## src/rtl/x2c_ctrl_pkg.sv

```systemverilog
// Shared types and helpers for the X2C packet read sequencer.
// Holds state encoding, beat tag/payload structs and length-to-beat arithmetic.
package x2c_ctrl_pkg;

   localparam int unsigned WIDTH          = 256;
   localparam int unsigned PTR            = 10;
   localparam int unsigned LEN_W          = 16;
   localparam int unsigned MTY_W          = 5;
   localparam int unsigned BYTES_PER_BEAT = 32;
   localparam int unsigned BEATS_W        = LEN_W - MTY_W + 1;
   localparam int unsigned MAX_BEATS      = 1 << PTR;

   typedef enum logic [1:0] {
      IDLE = 2'd0,
      LOAD = 2'd1,
      WAIT = 2'd2,
      XFER = 2'd3
   } state_t;

   typedef struct packed {
      logic             sop;
      logic             eop;
      logic [MTY_W-1:0] mty;
   } tag_t;

   typedef struct packed {
      tag_t             tag;
      logic [WIDTH-1:0] data;
   } beat_t;

   // ceil(len / BYTES_PER_BEAT), wide enough for the largest length
   function automatic logic [BEATS_W-1:0] calc_beats(input logic [LEN_W-1:0] len);
      logic [LEN_W:0] sum;
      sum = {1'b0, len} + (LEN_W+1)'(BYTES_PER_BEAT - 1);
      return BEATS_W'(sum >> MTY_W);
   endfunction

   // unused bytes in the final beat; 0 when the length is a whole number of beats
   function automatic logic [MTY_W-1:0] calc_mty(input logic [LEN_W-1:0] len);
      logic [MTY_W:0] diff;
      diff = (MTY_W+1)'(BYTES_PER_BEAT) - {1'b0, len[MTY_W-1:0]};
      return diff[MTY_W-1:0];
   endfunction

endpackage

```

## src/rtl/x2c_skid_buf2.sv

```systemverilog
// Two-entry register FIFO for {tag, data} beats with valid/ready output.
// The write side is unconditional; the upstream credit scheme prevents overflow.
module x2c_skid_buf2
   import x2c_ctrl_pkg::*;
(
   input  logic       clk,
   input  logic       aclr,
   input  logic       wr_en,
   input  beat_t      wr_beat,
   output logic [1:0] occ,
   output logic       out_valid,
   input  logic       out_ready,
   output beat_t      out_beat
);

   beat_t tail;
   logic  pop;

   assign out_valid = (occ != 2'd0);
   assign pop       = out_valid & out_ready;

   // head register drives the output directly; tail only holds the second entry
   always_ff @(posedge clk or posedge aclr) begin
      if (aclr) begin
         occ      <= 2'd0;
         out_beat <= '0;
         tail     <= '0;
      end else begin
         case ({wr_en, pop})
            2'b10: begin
               if (occ == 2'd0) out_beat <= wr_beat;
               else             tail     <= wr_beat;
               occ <= occ + 2'd1;
            end
            2'b01: begin
               out_beat <= tail;
               occ      <= occ - 2'd1;
            end
            2'b11: begin
               if (occ == 2'd1) begin
                  out_beat <= wr_beat;
               end else begin
                  out_beat <= tail;
                  tail     <= wr_beat;
               end
            end
            default: ;
         endcase
      end
   end

endmodule

```

## src/rtl/x2c_pkt_rd_ctrl.sv

```systemverilog
// Packet read sequencer: pops a length descriptor, waits for the whole packet
// in the data FIFO, then streams ceil(len/32) beats with sop/eop/mty tags.
module x2c_pkt_rd_ctrl
   import x2c_ctrl_pkg::*;
(
   input  logic               clk,
   input  logic               aclr,
   input  logic               ctl_empty,
   output logic               ctl_rdreq,
   input  logic [LEN_W-1:0]   ctl_q,
   input  logic               dat_empty,
   input  logic [PTR:0]       dat_usedw,
   output logic               dat_rdreq,
   input  logic [WIDTH-1:0]   dat_q,
   output logic [WIDTH-1:0]   out_data,
   output logic               out_valid,
   input  logic               out_ready,
   output logic               out_sop,
   output logic               out_eop,
   output logic [MTY_W-1:0]   out_mty,
   output logic               err_len,
   output logic               busy
);

   state_t             state, state_nxt;
   logic [PTR:0]       beats_rem, beats_rem_nxt;
   logic [MTY_W-1:0]   mty_r, mty_nxt;
   logic               first_r, first_nxt;
   logic               err_nxt;
   logic               rd_q;
   tag_t               tag_c, tag_q;
   logic [BEATS_W-1:0] load_beats;
   logic [1:0]         occ;
   logic               pop;
   logic [2:0]         pending;
   logic               credit;
   beat_t              wr_beat, head;

   assign load_beats = calc_beats(ctl_q);
   assign pop        = out_valid & out_ready;
   // beats that will occupy the skid buffer after this cycle without a new read
   assign pending    = 3'(occ) + 3'(rd_q) - 3'(pop);
   assign credit     = (pending < 3'd2);

   always_comb begin
      state_nxt     = state;
      beats_rem_nxt = beats_rem;
      mty_nxt       = mty_r;
      first_nxt     = first_r;
      err_nxt       = 1'b0;
      ctl_rdreq     = 1'b0;
      dat_rdreq     = 1'b0;
      case (state)
         IDLE: begin
            ctl_rdreq = !ctl_empty && !aclr;
            if (ctl_rdreq) state_nxt = LOAD;
         end
         LOAD: begin
            if ((ctl_q == '0) || (load_beats > BEATS_W'(MAX_BEATS))) begin
               err_nxt   = 1'b1;
               state_nxt = IDLE;
            end else begin
               beats_rem_nxt = (PTR+1)'(load_beats);
               mty_nxt       = calc_mty(ctl_q);
               first_nxt     = 1'b1;
               state_nxt     = WAIT;
            end
         end
         WAIT: begin
            if (dat_usedw >= beats_rem) state_nxt = XFER;
         end
         XFER: begin
            dat_rdreq = !dat_empty && credit;
            if (dat_rdreq) begin
               beats_rem_nxt = beats_rem - (PTR+1)'(1);
               first_nxt     = 1'b0;
               if (beats_rem == (PTR+1)'(1)) state_nxt = IDLE;
            end
         end
         default: state_nxt = IDLE;
      endcase
   end

   always_comb begin
      tag_c.sop = first_r;
      tag_c.eop = (beats_rem == (PTR+1)'(1));
      tag_c.mty = tag_c.eop ? mty_r : MTY_W'(0);
   end

   // tags and read strobe delayed one cycle to line up with dat_q
   always_ff @(posedge clk or posedge aclr) begin
      if (aclr) begin
         state     <= IDLE;
         beats_rem <= '0;
         mty_r     <= '0;
         first_r   <= 1'b0;
         err_len   <= 1'b0;
         rd_q      <= 1'b0;
         tag_q     <= '0;
      end else begin
         state     <= state_nxt;
         beats_rem <= beats_rem_nxt;
         mty_r     <= mty_nxt;
         first_r   <= first_nxt;
         err_len   <= err_nxt;
         rd_q      <= dat_rdreq;
         tag_q     <= tag_c;
      end
   end

   assign wr_beat.tag  = tag_q;
   assign wr_beat.data = dat_q;

   x2c_skid_buf2 u_skid (
      .clk       (clk),
      .aclr      (aclr),
      .wr_en     (rd_q),
      .wr_beat   (wr_beat),
      .occ       (occ),
      .out_valid (out_valid),
      .out_ready (out_ready),
      .out_beat  (head)
   );

   assign out_data = head.data;
   assign out_sop  = head.tag.sop;
   assign out_eop  = head.tag.eop;
   assign out_mty  = head.tag.mty;
   assign busy     = (state != IDLE) || (occ != 2'd0) || rd_q;

endmodule

```

## config.mk

```make
export PLATFORM = sky130hd
export DESIGN_NAME = x2c_pkt_rd_ctrl
export DESIGN_NICKNAME = d
export VERILOG_FILES = /design/src/rtl/x2c_ctrl_pkg.sv /design/src/rtl/x2c_skid_buf2.sv /design/src/rtl/x2c_pkt_rd_ctrl.sv
export SDC_FILE = /design/constraint.sdc
export NUM_CORES = 1
export LEC_CHECK = 0
export CAP_MARGIN = 5
export CORE_UTILIZATION = 45
export CTS_CLUSTER_SIZE = 16
export DETAILED_ROUTE_END_ITERATION = 16
export PLACE_DENSITY = 0.76
export SETUP_SLACK_MARGIN = 0.05
export SYNTH_ARGS = -nofsm -noshare
export SYNTH_HDL_FRONTEND = slang
export SYNTH_SLANG_ARGS = --single-unit
```

## constraint.sdc

```tcl
create_clock -name clk -period 19.54 [get_ports clk]
set_input_delay 3.908 -clock clk [delete_from_list [all_inputs] [get_ports clk]]
set_output_delay 3.908 -clock clk [all_outputs]
set_load 0.02 [all_outputs]
```

After elaboration in Yosys (flattened, before gate mapping)
Cells that the tools add are included.
- bits in registers: 556
- bits of input ports: 288
- logic and storage cells: 92
- add/sub/neg operators: 7
- $lt $le $gt $ge: 3
- equality and inequality tests: 16
- muxes and demuxes: 24
- bitwise gates (word level): 2
- reductions and logical operators: 22
- operator list (operator ; number):
    $mux 263 ; 4
    $pmux 263 s3 ; 1
    $pmux 263 s2 ; 1
    $mux 11 ; 2
    $pmux 11 s2 ; 1
    $add 16x5->17 const B ; 1
    $logic_not 16->1 ; 1
    $ne 2x2->1 const B ; 7
    $gt 12x11->1 const B ; 1
    $eq 11x1->1 const B ; 1
    $ge 11x11->1 ; 1
    $sub 11x1->11 const B ; 1
    $mux 2 ; 5
    $reduce_bool 2->1 ; 5
    $eq 2x2->1 const B ; 4
    $pmux 2 s4 ; 1
    $eq 2x1->1 const B ; 3
    $mux 1 ; 6
    $reduce_and 3->1 ; 2
    $mux 5 ; 1
    $sub 1x5->5 const A ; 1
    $logic_not 2->1 ; 2
    $pmux 2 s2 ; 1
    $reduce_and 2->1 ; 2
    14 further kinds ; 19

Longest topological paths before layout
- depth in word-level cells: 7
- mapped depth: 16

Cells and area by module
From an unflattened synthesis, not the netlist that was laid out.
- cell total of the unflattened synthesis: 2344
- area total of the unflattened synthesis: 24905.1 um^2
- by module, submodules not included (module ; instances ; cells an instance ; area an instance (um^2)):
    x2c_skid_buf2 ; 1 ; 2074 ; 22611.7
    x2c_pkt_rd_ctrl ; 1 ; 270 ; 2293.4

Worst setup path after synthesis
OpenSTA, ideal clock, no wires.
- path kind: input to output
- start point: in out_ready
- end point: out dat_rdreq
- arrival time: 5938 ps
- data required time: 15632 ps
- slack: 9694 ps
- cell stages on the path: 9
- buffers on the path: 0
- cell sequence: nand2_1 > inv_1 > ha_1 > nand2b_1 > fa_1 > xor2_1 > nor3b_1 > nand3_1 > inv_1
- word-level cells in the longest chain between the ends: 5
- ends and longest elaborated chain (item ; RTL line ; source):
    start, declared ; x2c_pkt_rd_ctrl.sv:17 ; input logic out_ready,
    $and 1x1->1 ; x2c_pkt_rd_ctrl.sv:40 ; assign pop = out_valid & out_ready;
    $sub 3x1->3 ; x2c_pkt_rd_ctrl.sv:42 ; assign pending = 3'(occ) + 3'(rd_q) - 3'(pop);
    $lt 3x2->1 ; x2c_pkt_rd_ctrl.sv:43 ; assign credit = (pending < 3'd2);
    $logic_and 1x1->1 ; x2c_pkt_rd_ctrl.sv:73 ; dat_rdreq = !dat_empty && credit;
    $mux 1 ; x2c_pkt_rd_ctrl.sv:53 ; case (state)
    end, declared ; x2c_pkt_rd_ctrl.sv:13 ; output logic dat_rdreq,
No other way between the ends.

Worst setup path after layout
Ends and elaborated chain as after synthesis.

==> results_dict.tcl <==
set metrics [dict create \
    status "completed" \
    hold_buffers 0 \
    hp-class "reg2reg" \
    grt-ovfl-total 0 \
    relSlewSlack_pct 16.8 \
    synthArstFlopShare_pct 100 \
    synth_nets 2312 \
    numCtsBuffers 56 \
    cts_root_buffer "clkbuf_16" \
    io_pins 556 \
    p_total_mw 5.47 \
    maxCapViolations 0 \
    die_h_um 230 \
    fmaxAchievable_mhz 87.9 \
    cellPowerDensity_nw_per_um2 174 \
    drcViolationCount 0 \
    post_drt_via_cell_ratio 5.55 \
    tightest_slew_ns 1.25 \
    startpoint_type "primary input" \
    antenna_found_initial 9 \
    synth_warnings 0 \
    critPathCaptureType "output port" \
    dieArea_um2 52900 \
    rsz0062_at_grt "false" \
    layout-drive-gt1-share_pct 15.7 \
    synthFlopType "dfrtp_1" \
    path_class "in2out" \
    yosysSeqAreaShare_pct 59.4 \
    vias 17800 \
    critPathSlowestCell "clkdlybuf4s50_1" \
    period_needed_ns 11.38 \
    syn_avg_cell_area_um2 11.7 \
    yosysTopAreaCellShare_pct 59.4 \
    slowest_delay_ns 0.67 \
    rrSetupSlack_ns 15.09 \
    synth.most_common_cell "dfrtp_1" \
    arrival_ns 7.47 \
    crit_chain "clkdlybuf4s50_1 > nand2_1 > inv_1 > ha_1 > nand2b_1 > fa_1 > xor2_1 > nor3b_1 > nand3_1 > inv_1 > clkdlybuf4s50_1" \
    synth_area_um2 23400 \
    cts_setup_buffers 0 \
    grt_pass1_vias 18200 \
    grt_max_degree 172 \
    start_util_pct 45.6 \
    drtPass1Iterations 6 \
    maxSlewViolCount 0 \
    required_ns 15.63 \
    cts_tree "built" \
    worst_clock_skew_ns 0.0116 \
    netlist_top_cells_count "556 x dfrtp_1, 283 x nand2_1, 267 x o21ai_0" \
    whs_endpoint "tag_q[6]" \
    finalCritPeriodShare_pct 58.2 \
    portBuffers 555 \
    path_clk_slew_ns 0.06 \
    p_leak_nw 13.4 \
    dp.final_hpwl_um 43000 \
    dieWidth_um 230 \
    whs_path_depth 0 \
    hp-start "first_r" \
    htreeDepth 2 \
    synth_edf_count 0 \
    synth_largest_area_cell "dfrtp_1" \
    place.gp.congestion 0.899 \
    cts_resized 0 \
    worstReg2RegEnd "u_skid.out_beat[109]" \
    nets 2787 \
    netlist_instances 2002 \
    peakVddDrop_mv 0.116 \
    r2r-start "u_skid.occ[1]" \
    clk_latency_ns 0.60 \
    grt_use_total_pct 24.0 \
    wl_per_cell_um 20.0 \
    timing_hold_violations_final 0 \
    grt_pass1_wl_um 101000 \
    drt-initial-drc-count 1056 \
    r2r_cells 11 \
    synthTopCellsByArea "dfrtp_1 59%, mux2_2 13%, a22oi_1 8.5%, o21ai_0 5.7%, nand2_1 4.5%" \
    path_max_fanout 9 \
    cts_sinks 556 \
    setup_viol 0 \
    drtAntennaViolNets 0 \
    clock_path_buffers 3 \
    row_count 83 \
    fin_tns_setup_ns 0 \
    synth-seq-cells 556 \
    synth.distinct_cells 63 \
    core_area_um2 51300 \
    syn_to_final_growth_pct 34.2 \
    drt-total-wl_um 64300 \
]
-- layout by cell type (no fill, tap or decap), types with 4 or more instances in the layout --
| master | n |
|---|---|
| mux2_2 | 264 |
| nand4_1 | 6 |
| inv_1 | 23 |
| o21ai_0 | 266 |
| bufinv_16 | 6 |
| mux2i_1 | 4 |
| a21o_1 | 4 |
| nor2_1 | 17 |
| clkbuf_8 | 17 |
| mux2_4 | 4 |
| ha_1 | 21 |
| nand2b_1 | 4 |
| nand3_1 | 15 |
| clkbuf_16 | 58 |
| clkbuf_1 | 10 |
| buf_4 | 19 |
| and2_1 | 7 |
| xor2_1 | 6 |
| nor3_1 | 12 |
| clkdlybuf4s50_1 | 555 |
| nand2_1 | 283 |
| diode_2 | 4 |
| xnor2_1 | 15 |
| a21oi_1 | 13 |
| a22oi_1 | 265 |
| dfrtp_1 | 556 |
| and3_1 | 4 |
| clkinv_2 | 6 |
-- per-layer routing --
layer	global-route usage [%]	vias to the layer above	routed length, um
met5	0	-	64
met3	7.38	127	5050
met4	8.11	10	1980
li1	-	8147	-
met1	30.0	8926	25700
met2	39.4	579	31500
-- worst max-delay path, delay by kind of cell --
| kind | cells | cell delay [ns] |
|---|---|---|
| buffers and inverters | 4 | 1.63 |
| adder cells (fa/ha/maj) | 2 | 0.64 |
| XOR/XNOR | 1 | 0.16 |
| AND/OR/NAND/NOR | 4 | 1.11 |
-- state kept, by name (all words and copies together), names as in the netlist, named ones only --
register,count
rd_q,1
tag_q,7
mty_r,5
u_skid.occ,2
first_r,1
u_skid.out_beat,263
beats_rem,11
u_skid.tail,263
state,1
err_len,1
-- kinds of logic after synthesis --
| logic type | after synthesis | share of synthesized area [%] |
|---|---|---|
| xor gates and xnor gates | 21 | 0.786 |
| DFF | 556 | 59.4 |
| adders and majority gates | 22 | 1.21 |
| buffers and inverters | 182 | 2.98 |
| and+or+nand+nor | 369 | 6.72 |
| AOI/OAI and AO/OA | 579 | 15.7 |
| muxes | 273 | 13.2 |
-- layout make-up --
cell class / count / area (um^2)
Tap cell: 680 / 851
Sequential cell: 556 / 13900
Timing Repair Buffer: 575 / 5720
Multi-Input combinational cell: 1264 / 8840
Clock buffer: 85 / 1720
Antenna cell: 4 / 10.0
Fill cell: 4061 / 19900
Clock inverter: 17 / 258
Inverter: 24 / 97.6
-- worst max-delay path by stage --
stage / slack, ns / startpoint / endpoint / depth (start not counted)
global placement: 8.25 / out_ready / dat_rdreq / 11
detailed placement: 8.19 / out_ready / dat_rdreq / 11
floorplan: 0.08 / aclr / async pin / 1
global route: 7.97 / out_ready / dat_rdreq / 11
CTS: 8.18 / out_ready / dat_rdreq / 11
finish: 8.16 / out_ready / dat_rdreq / 11
-- metrics by stage --
stage	instances	util, %	instance area, um^2	hold slack [ns]	worst slack, ns
after global routing	3205	61.2	31400	0.440	7.97
after detailed placement	3099	57.3	29400	0.409	8.19
after CTS	3201	61.2	31400	0.427	8.18
final	3205	61.2	31400	0.417	8.16
after floorplan	2002	-	23400	0.354	0.0846
after global placement	3099	57.3	29400	0.407	8.25
-- power breakdown --
group | switching (mW) | internal [mW] | leakage [nW]
Combinational | 1.26 | 1.09 | 5.63
Clock | 0.450 | 0.685 | 0.969
Sequential | 0.294 | 1.70 | 6.84
No activity file was read; power rests on OpenSTA's default activity.
